==> src/rtl/phase_unwrap_scheduler.sv <==
// Round-robin scheduler sharing one phase-unwrap datapath between NCH channels.
// Samples wait in one-entry holding registers and are issued as single-cycle
// tagged strobes. Results are routed back by channel through a tag pipeline
// whose depth matches the datapath latency.
module phase_unwrap_scheduler #(
    parameter int  NCH     = 4,
    parameter int  W       = 32,
    parameter int  RW      = 16,
    parameter int  LATENCY = 7,
    parameter int  GAP     = 2,
    localparam int CW      = (NCH > 1) ? $clog2(NCH) : 1
) (
    input  logic                 clk,
    input  logic                 rst,
    input  logic                 run,
    input  logic [NCH*W-1:0]     ch_phase,
    input  logic [NCH-1:0]       ch_valid,
    output logic [NCH-1:0]       ch_ready,
    output logic signed [W-1:0]  dp_phase,
    output logic                 dp_en,
    output logic [CW-1:0]        dp_ch,
    input  logic signed [RW-1:0] dp_res,
    input  logic                 dp_res_en,
    output logic signed [RW-1:0] out_data,
    output logic [CW-1:0]        out_ch,
    output logic                 out_valid,
    output logic                 busy,
    output logic                 err_orphan,
    output logic                 err_missing
);

    typedef enum logic [1:0] {S_IDLE, S_ISSUE, S_WAIT} state_t;

    localparam logic [3:0] GAP_LOAD = 4'(GAP - 1);

    state_t                state_q, state_d;
    logic [3:0]            gap_q, gap_d;
    logic [NCH-1:0]        full_q, full_d, accept;
    logic signed [W-1:0]   hold_q [NCH];
    logic [CW-1:0]         rr_q;
    logic                  win_found;
    logic [CW-1:0]         win_ch, cand;
    logic                  grant;
    logic                  dp_en_q;
    logic signed [W-1:0]   dp_phase_q;
    logic [CW-1:0]         dp_ch_q;
    logic [LATENCY-1:0]    tag_v_q;
    logic [CW-1:0]         tag_ch_q [LATENCY];
    logic                  due_v;
    logic [CW-1:0]         due_ch;
    logic                  out_valid_q;
    logic signed [RW-1:0]  out_data_q;
    logic [CW-1:0]         out_ch_q;
    logic                  err_orphan_q, err_missing_q;

    assign accept = ch_valid & ~full_q;

    // Capture accepted samples; full_q guards the contents, so no reset is needed.
    always_ff @(posedge clk) begin
        for (int i = 0; i < NCH; i++) begin
            if (accept[i]) hold_q[i] <= ch_phase[i*W +: W];
        end
    end

    // Occupancy: set on accept, cleared in the cycle the sample is strobed out.
    always_comb begin
        full_d = full_q | accept;
        if (state_q == S_ISSUE) full_d[dp_ch_q] = 1'b0;
    end

    // Occupancy register.
    always_ff @(posedge clk) begin
        if (rst) full_q <= '0;
        else     full_q <= full_d;
    end

    // Round-robin search beginning just after the last granted channel.
    always_comb begin
        win_found = 1'b0;
        win_ch    = '0;
        cand      = '0;
        for (int k = 1; k <= NCH; k++) begin
            cand = CW'((int'(rr_q) + k) % NCH);
            if (!win_found && full_q[cand]) begin
                win_found = 1'b1;
                win_ch    = cand;
            end
        end
    end

    // FSM state register.
    always_ff @(posedge clk) begin
        if (rst) begin
            state_q <= S_IDLE;
            gap_q   <= '0;
        end else begin
            state_q <= state_d;
            gap_q   <= gap_d;
        end
    end

    // FSM next state: the IDLE decision is registered so the strobe coincides with ISSUE.
    always_comb begin
        state_d = state_q;
        gap_d   = gap_q;
        grant   = 1'b0;
        unique case (state_q)
            S_IDLE: begin
                if (run && win_found) begin
                    grant   = 1'b1;
                    state_d = S_ISSUE;
                end
            end
            S_ISSUE: begin
                if (GAP == 1) begin
                    state_d = S_IDLE;
                end else begin
                    state_d = S_WAIT;
                    gap_d   = GAP_LOAD;
                end
            end
            S_WAIT: begin
                gap_d = gap_q - 4'd1;
                if (gap_q == 4'd1) state_d = S_IDLE;
            end
            default: state_d = S_IDLE;
        endcase
    end

    // Issue register: strobe, sample and context select for the datapath.
    always_ff @(posedge clk) begin
        if (rst) begin
            dp_en_q    <= 1'b0;
            dp_phase_q <= '0;
            dp_ch_q    <= '0;
            rr_q       <= CW'(NCH - 1);
        end else begin
            dp_en_q <= grant;
            if (grant) begin
                dp_phase_q <= hold_q[win_ch];
                dp_ch_q    <= win_ch;
                rr_q       <= win_ch;
            end
        end
    end

    // Tag valid pipeline; a bubble enters whenever no strobe is issued.
    always_ff @(posedge clk) begin
        if (rst) begin
            tag_v_q <= '0;
        end else begin
            tag_v_q[0] <= dp_en_q;
            for (int i = 1; i < LATENCY; i++) tag_v_q[i] <= tag_v_q[i-1];
        end
    end

    // Tag channel pipeline; only meaningful where the matching valid bit is set.
    always_ff @(posedge clk) begin
        tag_ch_q[0] <= dp_ch_q;
        for (int i = 1; i < LATENCY; i++) tag_ch_q[i] <= tag_ch_q[i-1];
    end

    assign due_v  = tag_v_q[LATENCY-1];
    assign due_ch = tag_ch_q[LATENCY-1];

    // Match the due tag against the result strobe; mismatches raise sticky errors.
    always_ff @(posedge clk) begin
        if (rst) begin
            out_valid_q   <= 1'b0;
            out_data_q    <= '0;
            out_ch_q      <= '0;
            err_orphan_q  <= 1'b0;
            err_missing_q <= 1'b0;
        end else begin
            out_valid_q <= due_v && dp_res_en;
            if (due_v && dp_res_en) begin
                out_data_q <= dp_res;
                out_ch_q   <= due_ch;
            end
            if (!due_v && dp_res_en) err_orphan_q  <= 1'b1;
            if (due_v && !dp_res_en) err_missing_q <= 1'b1;
        end
    end

    assign ch_ready    = ~full_q;
    assign dp_en       = dp_en_q;
    assign dp_phase    = dp_phase_q;
    assign dp_ch       = dp_ch_q;
    assign out_valid   = out_valid_q;
    assign out_data    = out_data_q;
    assign out_ch      = out_ch_q;
    assign err_orphan  = err_orphan_q;
    assign err_missing = err_missing_q;
    assign busy        = (|full_q) | (|tag_v_q) | (state_q != S_IDLE);

endmodule

==> config.mk <==
export PLATFORM = sky130hd
export DESIGN_NAME = phase_unwrap_scheduler
export DESIGN_NICKNAME = d
export VERILOG_FILES = /design/src/rtl/phase_unwrap_scheduler.sv
export SDC_FILE = /design/constraint.sdc
export NUM_CORES = 1
export LEC_CHECK = 0
export ABC_AREA = 0
export BUFFER_PORTS_ARGS = -buffer_cell sky130_fd_sc_hd__buf_2
export CAP_MARGIN = 30
export CORE_MARGIN = 2
export CORE_UTILIZATION = 40
export CTS_BUF_LIST = sky130_fd_sc_hd__clkbuf_8
export DETAILED_ROUTE_END_ITERATION = 16
export SETUP_SLACK_MARGIN = 0.3
export SYNTH_ARGS = -nofsm -noshare
export SYNTH_HDL_FRONTEND = slang
export SYNTH_SLANG_ARGS = --single-unit
==> constraint.sdc <==
create_clock -name clk -period 5.95 [get_ports clk]
set_clock_uncertainty 0.2 [all_clocks]
set_input_delay 1.4875 -clock clk [delete_from_list [all_inputs] [get_ports clk]]
set_output_delay 1.4875 -clock clk [all_outputs]
set_load 0.005 [all_outputs]
== After elaboration in Yosys (flattened, before gate mapping) ==
Memories as Yosys holds them, arrays and structs flattened. A register that Yosys moved wholly into a read port is not among the register bits.
Index checks and enable logic that the tools add are counted.
Storage, ports and cells
  memories: 2
  flip-flop bits (word level): 41
  word-level logic and storage cells: 88
  bits in writable memories: 142
Memories
  hold_q: depth 4, width 32, read ports 1, clocked after Yosys merged registers in 1, write ports 4, RTL line 39  | logic signed [W-1:0] hold_q [NCH];
  tag_ch_q: depth 7, width 2, read ports 7, clocked after Yosys merged registers in 1, write ports 7, RTL line 48  | logic [CW-1:0] tag_ch_q [LATENCY];
Operators by class
  magnitude comparators: 6
  multiplexer cells: 33
  $add $sub $neg: 5
  equal/unequal tests: 5
  reduce and logical (&&, ||, !) cells: 19
  bitwise gates (word level): 7
Operator list (number)
  two-way mux 1 bit: 19
  less-than comparator 2 x 3 -> 1 bit, second input constant: 5
  two-way mux 2 bit: 6
  bitwise AND 4 bit: 2
  binary-select mux 1 bit (select 2 bit): 4
  logical AND 1 bit: 8
  inverter 4 bit: 2
  case mux 4 bit (2 select lines): 1
  OR reduction 7 bit: 1
  case mux 2 bit (3 select lines): 1
  logical NOT 1 bit: 5
  adder 2 x 1 -> 2 bit, second input constant: 2
  adder 2 bit, second input constant: 2
  == test 4 x 1 -> 1 bit, second input constant: 1
  two-way mux 4 bit: 1
  != test 2 bit, second input constant: 2
  bitwise OR 4 bit: 1
  nonzero test 2 bit: 2
  OR reduction 4 bit: 1
  subtractor 4 x 1 -> 4 bit, second input constant: 1
  demux 1 bit (select 2 bit): 1
  == test 2 x 1 -> 1 bit, second input constant: 1
  == test 2 bit, second input constant: 1
  >= comparator 2 x 1 -> 1 bit, second input constant: 1
  other kinds (3): 4

== Depth between registers and ports, before layout ==
  word-level depth: 16
  depth in mapped cells: 9

== Worst setup path after synthesis ==
No wires, ideal clock.
  path type: input to register
  from: input ch_valid[1]
  to: memory hold_q[1][0], enable pin
  arrival time: 2935 ps
  cell stages on the path: 1
  data required time: 5325 ps
  slack: 2390 ps
  setup time: 425 ps
  cells stage by stage: nor2b_1
RTL lines
  from (decl): RTL line 17  | input logic [NCH-1:0] ch_valid,
  to (decl): RTL line 39

== Worst setup path in the final report ==
  from: register full_q[3]
  to: output busy
On the way
  longest elaborated chain between the ends: 3
Ends and longest elaborated chain
  from (decl): RTL line 38  | logic [NCH-1:0] full_q, full_d, accept;
  from (signal assigned): RTL line 74  | else full_q <= full_d;
  OR reduction 4 bit: RTL line 194  | assign busy = (|full_q) | (|tag_v_q) | (state_q != S_IDLE);
  bitwise OR 1 bit (2 in series): RTL line 194
  to (decl): RTL line 27  | output logic busy,
Every way passes these cells.

==> results.py <==
metrics = {
    "synth": {
        "synth-edff-count": 128,
        "syn-cell-area_um2": 8320,
        "synth_common_cells": "128 x edfxtp_1, 89 x dfxtp_1, 78 x nand2_1",
        "synthesis.nets": 772,
        "syn_area_per_cell_um2": 13.6,
        "synthArstFlopShare_pct": 0,
        "netlist_top_cells_area": "edfxtp_1 46%, dfxtp_1 21%, o211ai_2 4.5%",
        "synthMostInstantiatedCell": "edfxtp_1",
        "synth.top_cell.area_share_pct": 46.2,
        "synth_top_area_cell": "edfxtp_1",
        "synth-seq-cells": 217,
        "ys_warn_count": 0,
        "synthFlopType": "edfxtp_1",
        "yosysSeqAreaShare_pct": 67.6,
        "synthCells": 614,
        "synth.distinct_cells": 47,
    },
    "timing": {
        "slew_headroom_pct": 31.1,
        "fin_crit_sh_pct": 59.3,
        "whs_ns": 0.124,
        "setup_viol": 0,
        "final-hold-violation-count": 0,
        "worst_slack_ns": 2.42,
        "setup-tns-final_ns": 0,
        "finalMaxSlewViolations": 0,
        "worst_pin_slew_ns": 1.03,
        "min_period_ns": 3.53,
        "max_freq_mhz": 283,
        "rsz0062_at_grt": "false",
    },
    "clocking": {
        "path_clk_slew_ns": 0.07,
        "ctsResizeCount": 0,
        "cts_tree": "built",
        "clk_path_buf_depth": 3,
        "post-cts-setup-buffer-count": 0,
        "h-tree-depth": 2,
        "ctsHoldBuffers": 0,
        "clk_latency_ns": 0.52,
        "cts.sinks": 217,
        "clockRootBuffer": "clkbuf_8",
        "cts_buffers": 38,
    },
    "run_status": {
        "status": "finished, final reports clean",
    },
    "layout": {
        "nets": 991,
        "synthToLayoutAreaGrowth_pct": 25.2,
        "drive_above_1_share_pct": 36.7,
    },
    "global_routing": {
        "antenna_found_initial": 5,
        "grt_pass1_wl_mm": 32.9,
        "grt_max_degree": 45,
        "overflow": 0,
        "grt_usage_pct": 19.2,
        "first_global_vias": 6307,
    },
    "power_and_ir_drop": {
        "vdd_drop_max_v": 0.000202,
        "power.density_nw_per_um2": 341,
        "p_clk_share_pct": 36.5,
        "p_seq_share_pct": 49.8,
        "switching_share_pct": 26.2,
        "power_frac_comb_pct": 13.7,
        "p_leak_nw": 4.32,
        "internal_power_mw": 2.62,
        "p_sw_mw": 0.929,
    },
    "floorplanning": {
        "coreArea_um2": 20300,
        "rows": 52,
        "die_x_um": 148,
        "die_area_um2": 22000,
        "die_h_um": 148,
        "io_pins": 213,
        "start_util_pct": 41.0,
    },
    "min_path": {
        "hold_class": "reg2reg",
        "worstHoldPathCells": 0,
        "hold_end": "tag_ch_q[3][0]",
        "min_from": "tag_ch_q[2][0]",
    },
    "placement": {
        "place_ws_ns": 1.91,
        "place_congestion": 0.797,
        "dp_hpwl_mm": 14.3,
        "port_buffers": 212,
    },
    "worst_setup_path": {
        "r2r_end": "dp_phase[3]",
        "required_ns": 4.26,
        "critPathMaxFanout": 8,
        "path_delay_family": "simple AND/OR/NAND/NOR gates",
        "crit_chain": "or4_4, nand3b_1, buf_2",
        "cp.depth": 3,
        "critPathKind": "reg2out",
        "slowest_stage": "or4_4",
        "critPathCaptureType": "primary output",
        "r2r_start": "full_q[0]",
        "critPathMaxStageDelay_ns": 0.56,
        "r2r_setup_slack_ns": 2.80,
        "worstPathArrival_ns": 1.84,
        "crit_path_start_kind": "flop",
        "path_buf_inv": 1,
        "r2r_cells": 6,
    },
    "drt": {
        "drt-total-wl_mm": 21.4,
        "drt-wirelength-per-cell_um": 18.9,
        "vias_per_cell": 5.24,
        "drt-initial-drc-count": 347,
        "antenna_left": 0,
        "drc": 0,
        "dr.pass1.iters": 5,
        "dr_total_vias": 5951,
    },
    "flow_run": {
        "drv_cap": 0,
    },
}
[layout by cell type (no fill, tap or decap), drive strengths merged, types with 3 or more instances in the layout]
master / netlist / final
nor2: 22 / 22
edfxtp: 128 / 128
nor3: 7 / 7
nor2b: 12 / 12
nand2b: 3 / 3
o211ai: 33 / 33
nand4: 32 / 32
nand2: 79 / 79
diode: 0 / 3
a21oi: 29 / 29
inv: 12 / 30
clkinv: 0 / 7
o21ai: 3 / 3
buf: 24 / 222
dfxtp: 89 / 89
a211o: 32 / 32
ha: 6 / 6
o31ai: 32 / 32
clkbuf: 19 / 40
mux2i: 33 / 33
[sequential cells by signal, summed over array words and instances, names as in the netlist]
| register | count |
|---|---|
| dp_ch | 2 |
| dp_en | 1 |
| dp_phase | 32 |
| err_missing | 1 |
| err_orphan | 1 |
| full_q | 4 |
| gap_q | 4 |
| hold_q | 128 |
| out_ch | 2 |
| out_data | 16 |
| out_valid | 1 |
| rr_q | 2 |
| state_q | 2 |
| tag_ch_q | 14 |
| tag_v_q | 7 |
[cell families after synthesis]
kind of cell	count (synthesis)	synth area share, %
DFF	217	67.6
buffers and inverters	55	3.70
adders and majority gates	6	0.902
muxes	33	3.97
AOI/OAI and AO/OA	136	13.8
and+or+nand+nor	167	9.97
[how the worst max path moves through the flow]
stage | start | end
floorplan | ch_valid[1] | hold_q[1][0]
global placement | rst | dp_phase[26]
detailed placement | rst | dp_phase[26]
CTS | full_q[1] | busy
global route | full_q[3] | busy
finish | full_q[3] | busy
[cell type report]
type                       instances  area [um2]
timing repair buffer             222        1230
tap                              270         338
multi-input combinational        342        2440
clock buffer                      40         551
fill                            1803        9890
sequential                       217        5630
antenna                            3        7.51
clock inverter                    29         175
inverter                          12        47.5
[per-layer routing]
metal | vias up | part of all wire [%] | GRT usage, %
met5 | - | 0.089 | 0
met1 | 2839 | 41 | 23.6
met4 | 4 | 2.4 | 7.76
met2 | 288 | 48 | 31.7
li1 | 2769 | - | -
met3 | 51 | 8.2 | 5.98
[power by group through the flow]
stage / Combinational (mW) / Sequential (mW) / Clock (mW)
floorplan: 0.304 / 1.78 / 0
finish: 0.486 / 1.77 / 1.30
global placement: 0.460 / 1.80 / 0
CTS: 0.491 / 1.77 / 1.33
global route: 0.529 / 1.78 / 1.41
detailed placement: 0.490 / 1.80 / 0
[worst register-to-register path: cells and delay by family (launching register included)]
family	cells	cell delay, ns
buf+inv	1	0.52
flops	1	0.48
simple gates	2	0.81
compound gates	2	0.60
mux	1	0.41
[metrics by stage]
| step | area, um2 | power (mW) | util, % | instances |
|---|---|---|---|---|
| floorplan | 8320 | 2.09 | - | 614 |
| global placement | 9540 | 2.26 | 47.0 | 1056 |
| detailed placement | 9660 | 2.29 | 47.6 | 1062 |
| CTS | 10400 | 3.59 | 51.2 | 1131 |
| global route | 10400 | 3.72 | 51.3 | 1133 |
| finish | 10400 | 3.55 | 51.3 | 1135 |
Note: power is estimated with default switching activity, not from simulation.
